===== config.mk =====
export PLATFORM = sky130hd
export DESIGN_NAME = bnn_param_loader
export DESIGN_NICKNAME = d
export VERILOG_FILES = /design/src/rtl/bnn_param_loader.sv
export SDC_FILE = /design/constraint.sdc
export NUM_CORES = 1
export LEC_CHECK = 0
export CAP_MARGIN = 5
export CORE_ASPECT_RATIO = 1.4
export CORE_UTILIZATION = 25
export CTS_BUF_LIST = sky130_fd_sc_hd__clkbuf_8
export CTS_CLUSTER_DIAMETER = 200
export DETAILED_ROUTE_END_ITERATION = 7
export GPL_ROUTABILITY_DRIVEN = 0
export GPL_TIMING_DRIVEN = 0
export SYNTH_ARGS = -nofsm -noshare
export SYNTH_HDL_FRONTEND = slang
export SYNTH_SLANG_ARGS = --single-unit

===== constraint.sdc =====
create_clock -name clk -period 2.1 [get_ports clk]
set_input_delay 0.315 -clock clk [delete_from_list [all_inputs] [get_ports clk]]
set_output_delay 0.315 -clock clk [all_outputs]
set_load 0.1 [all_outputs]

===== src/rtl/bnn_param_loader.sv =====
// Serialises host parameter bytes MSB-first onto the binary-neuron daisy chain,
// returning the bits that fall out of the chain tail as readback bytes.
module bnn_param_loader #(
  parameter int NEURONS         = 4,
  parameter int BITS_PER_NEURON = 11
) (
  input  logic       clk,
  input  logic       reset,
  input  logic       load_start,
  input  logic [7:0] data_in,
  input  logic       data_valid,
  output logic       data_ready,
  input  logic       chain_out,
  output logic       setup,
  output logic       param_in,
  output logic [7:0] rd_data,
  output logic       rd_valid,
  output logic       busy,
  output logic       done
);

  localparam int TOTAL_BITS  = NEURONS * BITS_PER_NEURON;
  localparam int TOTAL_BYTES = (TOTAL_BITS + 7) / 8;
  localparam int PAD_BITS    = TOTAL_BYTES * 8 - TOTAL_BITS;
  localparam int CNT_W       = $clog2(TOTAL_BITS + 1);
  localparam logic [CNT_W-1:0] TOTAL_BITS_C = CNT_W'(TOTAL_BITS);

  localparam logic [1:0] S_IDLE  = 2'd0;
  localparam logic [1:0] S_WAIT  = 2'd1;
  localparam logic [1:0] S_SHIFT = 2'd2;
  localparam logic [1:0] S_DONE  = 2'd3;

  logic [1:0]       state_q, state_d;
  logic [CNT_W-1:0] totalCnt_q, totalCnt_d;
  logic [3:0]       byteBits_q, byteBits_d;
  logic [7:0]       txSreg_q, txSreg_d;
  logic [7:0]       rxSreg_q, rxSreg_d;
  logic [7:0]       rdData_q, rdData_d;
  logic             rdValid_q, rdValid_d;

  logic [CNT_W-1:0] remaining;
  logic [7:0]       rxShifted;
  logic             lastOfLoad;

  assign remaining  = TOTAL_BITS_C - totalCnt_q;
  assign rxShifted  = {rxSreg_q[6:0], chain_out};
  assign lastOfLoad = (totalCnt_q + CNT_W'(1)) == TOTAL_BITS_C;

  always_comb begin
    state_d    = state_q;
    totalCnt_d = totalCnt_q;
    byteBits_d = byteBits_q;
    txSreg_d   = txSreg_q;
    rxSreg_d   = rxSreg_q;
    rdData_d   = rdData_q;
    rdValid_d  = 1'b0;
    case (state_q)
      S_IDLE: begin
        if (load_start) begin
          state_d    = S_WAIT;
          totalCnt_d = '0;
        end
      end
      S_WAIT: begin
        if (data_valid) begin
          txSreg_d   = data_in;
          rxSreg_d   = '0;
          byteBits_d = (remaining >= CNT_W'(8)) ? 4'd8 : 4'(remaining);
          state_d    = S_SHIFT;
        end
      end
      S_SHIFT: begin
        txSreg_d   = {txSreg_q[6:0], 1'b0};
        rxSreg_d   = rxShifted;
        totalCnt_d = totalCnt_q + CNT_W'(1);
        byteBits_d = byteBits_q - 4'd1;
        // The final partial byte is captured right-aligned, so left-align it on the way out.
        if (byteBits_q == 4'd1) begin
          rdValid_d = 1'b1;
          rdData_d  = lastOfLoad ? (rxShifted << PAD_BITS) : rxShifted;
          state_d   = lastOfLoad ? S_DONE : S_WAIT;
        end
      end
      default: state_d = S_IDLE;
    endcase
  end

  always_ff @(posedge clk or posedge reset) begin
    if (reset) begin
      state_q    <= S_IDLE;
      totalCnt_q <= '0;
      byteBits_q <= '0;
      txSreg_q   <= '0;
      rxSreg_q   <= '0;
      rdData_q   <= '0;
      rdValid_q  <= 1'b0;
    end else begin
      state_q    <= state_d;
      totalCnt_q <= totalCnt_d;
      byteBits_q <= byteBits_d;
      txSreg_q   <= txSreg_d;
      rxSreg_q   <= rxSreg_d;
      rdData_q   <= rdData_d;
      rdValid_q  <= rdValid_d;
    end
  end

  assign data_ready = (state_q == S_WAIT);
  assign setup      = (state_q == S_SHIFT);
  assign param_in   = setup & txSreg_q[7];
  assign busy       = (state_q != S_IDLE);
  assign done       = (state_q == S_DONE);
  assign rd_data    = rdData_q;
  assign rd_valid   = rdValid_q;

endmodule


==> impl_metrics.env, run 1 <==
export IMPL_period_needed_ps=2050
export IMPL_synth_most_common_cell="nand2_1"
export IMPL_yosys_most_used_dff="dfrtp_1"
export IMPL_ff2ff_path_depth=7
export IMPL_drive_gt1_share_pct=18.0
export IMPL_startpoint="totalCnt_q[0]"
export IMPL_fp_row_count=37
export IMPL_cts_root_buffer="clkbuf_8"
export IMPL_clock_path_buffers=2
export IMPL_cp_max_fo=3
export IMPL_syn_area_per_cell_um2=8.83
export IMPL_grt_pass1_vias=1639
export IMPL_yosysUniqueCellTypes=42
export IMPL_ys_warnings_count=0
export IMPL_antenna_found_initial=0
export IMPL_area_growth_pct=32.6
export IMPL_die_w_um=75.3
export IMPL_placed_cells=336
export IMPL_synth_top_cell_by_area="dfrtp_1"
export IMPL_synthCells=213
export IMPL_cp_start_kind="flop"
export IMPL_cts_buffers=5
export IMPL_die_h_um=105
export IMPL_ir_worst_vdd_mv=0.460
export IMPL_synth_area_leaders="dfrtp_1 48%, nand2_1 11%, ha_1 4.0%"
export IMPL_critPathArrivalTime_ps=2230
export IMPL_initial_core_util_pct=25.7
export IMPL_power_density_nw_per_um2=1570
export IMPL_max_slew_margin_pct=35.7
export IMPL_status="finished clean"
export IMPL_cts_tree="built"
export IMPL_hpwl_mm=3.06
export IMPL_drt_wirelength_per_cell_um=12.6
export IMPL_final_max_slew_violation_count=0
export IMPL_synth_top_area_share_pct=47.9
export IMPL_hold_viol=0
export IMPL_htreeDepth=2
export IMPL_die_area_um2=7880
export IMPL_r2r_end="byteBits_q[3]"
export IMPL_clk_pin_slew_ps=70
export IMPL_critPathRequiredTime_ps=2280
export IMPL_drt_iter0_drc=59
export IMPL_post_route_util_pct=34.1
export IMPL_via_per_inst=4.66
export IMPL_grt_overflow=0
export IMPL_max_slew_worst_pin_slew_ps=962
export IMPL_crit_type="reg2reg"
export IMPL_synth_common_cells="56 x nand2_1, 36 x dfrtp_1, 15 x o21ai_0"
export IMPL_clkLatencyLatePin_ps=300
export IMPL_total_leakage_power_nw=1.13
export IMPL_worstReg2RegStart="totalCnt_q[0]"
export IMPL_fmax_mhz=488
export IMPL_synth_edf_count=0
export IMPL_num_antenna_cells=0
export IMPL_ys_ff_latch=36
export IMPL_track_usage_pct=12.5
export IMPL_hold_path_class="in2async"
export IMPL_vias=1641
export IMPL_rsz0062_at_grt="true"
export IMPL_skew_ps=9.44
export IMPL_ys_async_sr_fraction_pct=100
export IMPL_numPortBuffers=26
export IMPL_first_pass_iters=4
export IMPL_endpoint_kind="flop"
export IMPL_netlist_area_um2=1880
export IMPL_drc=0
export IMPL_yosysSeqAreaShare_pct=47.9
export IMPL_grt_start_max_net_pins=37
export IMPL_drv_cap=0
export IMPL_clock_sinks=36
export IMPL_post_route_period_util_pct=97.5
export IMPL_hold_ws_ps=472
export IMPL_ios=27
export IMPL_wirelength_mm=4.44
export IMPL_grt_pass1_wl_mm=7.47
export IMPL_layout_nets=273
export IMPL_antenna_left=0
export IMPL_r2r_setup_slack_ps=50
export IMPL_stdcell_count=352
export IMPL_setup_violations=0
export IMPL_coreArea_um2=7310
export IMPL_syn_num_nets=232
how the worst max path moves through the flow:
stage,to,slack (ps)
2_1_floorplan,param_in,-40
3_3_place_gp,param_in,-760
3_5_place_dp,param_in,-750
4_1_cts,rd_data[2],2
5_1_grt,param_in,-40
6_report,byteBits_q[3],50
logic make-up (layout without fill, tap and decap cells):
family	count (synthesis)	after routing	share of synthesized area, %
compound gates	45	45	17.0
xor+xnor	2	2	0.931
fa+ha+maj	6	6	3.99
buf+inv	24	66	5.85
flops	36	36	47.9
mux	3	3	1.66
simple gates	97	97	22.7
stage by stage:
step	TNS [ps]	setup WS [ps]	total power, W	cell area, µm²
floorplan	-37.7	-37.7	0.00271	1890
finish	0	52.6	0.00391	2490
detailed placement	-1930	-754	0.00320	2270
CTS	0	2.26	0.00389	2450
global route	-36.2	-36.2	0.00416	2490
global placement	-1980	-761	0.00316	2270
layer usage:
metal  vias to the layer above  global-route usage, %  part of all wire [%]
met3                         8                   3.57                   3.7
met5                         -                      0                     0
met1                       801                   13.8                    41
met2                        27                   21.4                    53
li1                        805                      -                     -
met4                         0                   5.56                   2.1
critical path, stage by stage, from the launching register on:
cell and delay (ps):
dfrtp_1 370, buf_6 100, inv_1 60, ha_4 170, or4_4 500, o32a_1 190, o32a_4 210, a221o_1 320
power breakdown:
group          switching, W  internal, W
sequential         0.000191     0.000979
combinational       0.00146     0.000660
clock              0.000270     0.000351
total               0.00192      0.00199
registers in the layout, summed over array words and instances, names as in the netlist:
register / cells
rxSreg_q: 7
rd_valid: 1
rd_data: 8
state_q: 2
byteBits_q: 4
txSreg_q: 8
totalCnt_q: 6
cell type report:
cell class / instances / area, µm²
buffer: 13 / 80.1
clock buffer: 5 / 68.8
clock inverter: 3 / 42.5
fill: 805 / 4820
inverter: 11 / 43.8
multi-input combinational: 153 / 908
sequential: 36 / 902
tap: 97 / 121
timing repair buffer: 34 / 328
timing repair:
action	in CTS	in global routing
setup buffers	5	3
hold buffers	0	0
pin swaps	0	6
resized for setup	38	14
setup endpoints to repair	13	16
layout by cell type (no fill, tap or decap), drive strengths merged, types with 2 or more instances in the layout:
cell type	netlist	routed
nand2	56	56
dfrtp	36	36
buf	7	20
o21ai	16	16
clkdlybuf4s50	0	13
nor2	12	12
inv	11	11
nand3	10	10
clkbuf	6	10
a31oi	9	9
o211ai	8	8
ha	6	6
dlygate4sd2	0	5
dlymetal6s2s	0	3
or2	3	3
nor3	3	3
nand2b	2	2
nand3b	2	2
a21oi	2	2
mux2i	2	2
o32a	2	2
nor2b	2	2
and2	2	2
Power figures use the tool's default switching activity.
==> inputs of run 2 (changes only) <==
CORE_MARGIN = 10   (was not set)
SKIP_LAST_GASP = 1   (was not set)
==> impl_metrics.env, run 2 (synthesis results as in run 1) <==
export IMPL_status="finished clean"
export IMPL_dpl_instance_area_um2=2270
export IMPL_slowest_stage="clkdlybuf4s50_1"
export IMPL_startpoint="rd_valid"
export IMPL_cp_cell_sequence="clkdlybuf4s50_1"
export IMPL_min_to="rd_data[2]"
export IMPL_critPathTopFamily="buffers and inverters"
export IMPL_critPathMaxStageDelay_ps=1120
export IMPL_clkLatencyLatePin_ps=290
export IMPL_post_route_util_pct=33.0
export IMPL_cts_buffers=5
export IMPL_stdcell_count=347
export IMPL_skew_ps=4.96
export IMPL_r2r_end="byteBits_q[3]"
export IMPL_drc=0
export IMPL_fmax_mhz=487
export IMPL_worstReg2RegStart="totalCnt_q[0]"
export IMPL_die_h_um=123
export IMPL_critPathArrivalTime_ps=1740
export IMPL_fp_row_count=37
export IMPL_rsz0062_at_grt="true"
export IMPL_power_density_nw_per_um2=1570
export IMPL_via_per_inst=4.75
export IMPL_busiest_layer="met2"
export IMPL_hold_path_startpoint="rd_data[2]"
export IMPL_initial_core_util_pct=25.6
export IMPL_clk_pin_slew_ps=70
export IMPL_die_w_um=93.3
export IMPL_p_total_w=0.00381
export IMPL_vias=1649
export IMPL_first_pass_iters=4
export IMPL_setup_violations=0
export IMPL_drv_cap=0
export IMPL_coreArea_um2=7360
export IMPL_post_route_period_util_pct=97.7
export IMPL_drt_iter0_drc=78
export IMPL_final_max_slew_violation_count=0
export IMPL_hpwl_mm=3.24
export IMPL_final_common_cell="nand2_1"
export IMPL_clock_sinks=36
export IMPL_r2r_setup_slack_ps=130
export IMPL_met1_usage_pct=8.99
export IMPL_cts_tree="built"
export IMPL_cts_root_buffer="clkbuf_8"
export IMPL_numPortBuffers=26
export IMPL_num_antenna_cells=0
export IMPL_ir_worst_vdd_mv=0.617
export IMPL_max_slew_worst_pin_slew_ps=971
export IMPL_total_leakage_power_nw=1.11
export IMPL_hold_path_class="reg2reg"
export IMPL_final_setup_tns_ps=0
export IMPL_ff2ff_path_depth=6
export IMPL_final_area_um2=2430
export IMPL_holdBufCountCts=0
export IMPL_layout_nets=268
export IMPL_cp_max_fo=1
export IMPL_antenna_left=0
export IMPL_period_needed_ps=2050
export IMPL_placed_cells=336
export IMPL_fillers=766
export IMPL_min_path_cells=2
export IMPL_clock_path_buffers=2
export IMPL_hold_viol=0
export IMPL_endpoint_kind="primary output"
export IMPL_met3_usage_pct=2.87
export IMPL_grt_pass1_wl_mm=7.77
export IMPL_track_usage_pct=8.28
export IMPL_max_slew_margin_pct=35.2
export IMPL_htreeDepth=2
export IMPL_area_growth_pct=29.3
export IMPL_wirelength_mm=4.63
export IMPL_antenna_found_initial=0
export IMPL_grt_start_max_net_pins=37
export IMPL_drt_wirelength_per_cell_um=13.3
export IMPL_grt_pass1_vias=1644
export IMPL_drive_gt1_share_pct=16.0
export IMPL_grt_overflow=0
export IMPL_cp_start_kind="flop"
export IMPL_critPathRequiredTime_ps=1780
export IMPL_layout_common_cells="56 x nand2_1, 35 x dfrtp_1, 15 x o21ai_0"
export IMPL_crit_type="reg2out"
export IMPL_grt_use_met2_pct=14.2
export IMPL_die_area_um2=11400
export IMPL_path_buf_inv=1
export IMPL_ios=27
run 2: cell types whose count changed in the layout (fill, tap and decap cells not counted), sizes merged:
cell,previous run,this run
buf,20,14
clkbuf,10,11
clkinvlp,1,0
dlygate4sd2,5,6
dlymetal6s2s,3,2
inv,11,12
run 2: layout make-up:
cell class,count,area [µm²],share of cell area [%]
tap,97,121,4.99
multi-input combinational,153,897,36.9
clock inverter,3,38.8,1.59
clock buffer,5,68.8,2.83
inverter,11,43.8,1.80
timing repair buffer,30,289,11.9
sequential,36,902,37.1
buffer,12,71.3,2.93
run 2: what timing repair did:
| action | in CTS | in global routing |
|---|---|---|
| setup buffers | 4 | 0 |
| hold endpoints to repair | 0 | 0 |
| endpoints found under the setup margin | 21 | 15 |
| gates resized for setup | 33 | 13 |
| pin swaps | 0 | 4 |
run 2: per-stage QoR:
| step | setup slack [ps] | hold slack (ps) |
|---|---|---|
| global placement | -763 | 465 |
| global route | -60.9 | 505 |
| finish | 48.0 | 478 |
| floorplan | -37.7 | 420 |
| CTS | -185 | 487 |
| detailed placement | -757 | 473 |
run 2: tightest hold or removal path: stages (launching register included):
cell and delay (ps):
dfrtp_1 340, nand2_1 50, o21ai_0 60
run 2: worst max path at each step:
stage | endpoint | slack, ps | cells past startpoint
after detailed placement | param_in | -760 | 7
after floorplan | param_in | -40 | 6
after CTS | param_in | -180 | 7
after global routing | param_in | -60 | 6
final | rd_valid | 50 | 1
after global placement | param_in | -760 | 7
run 2: power by group:
part | switching [W] | total (W) | internal (W)
clock network | 0.000255 | 0.000603 | 0.000348
registers | 0.000197 | 0.00118 | 0.000979
logic | 0.00144 | 0.00203 | 0.000588
total | 0.00189 | 0.00381 | 0.00192
run 2: layer usage:
layer  wire [µm]  vias up
met5           0        -
met1        1910      802
met3         264        9
li1            -      803
met2        2360       35
met4          95        0
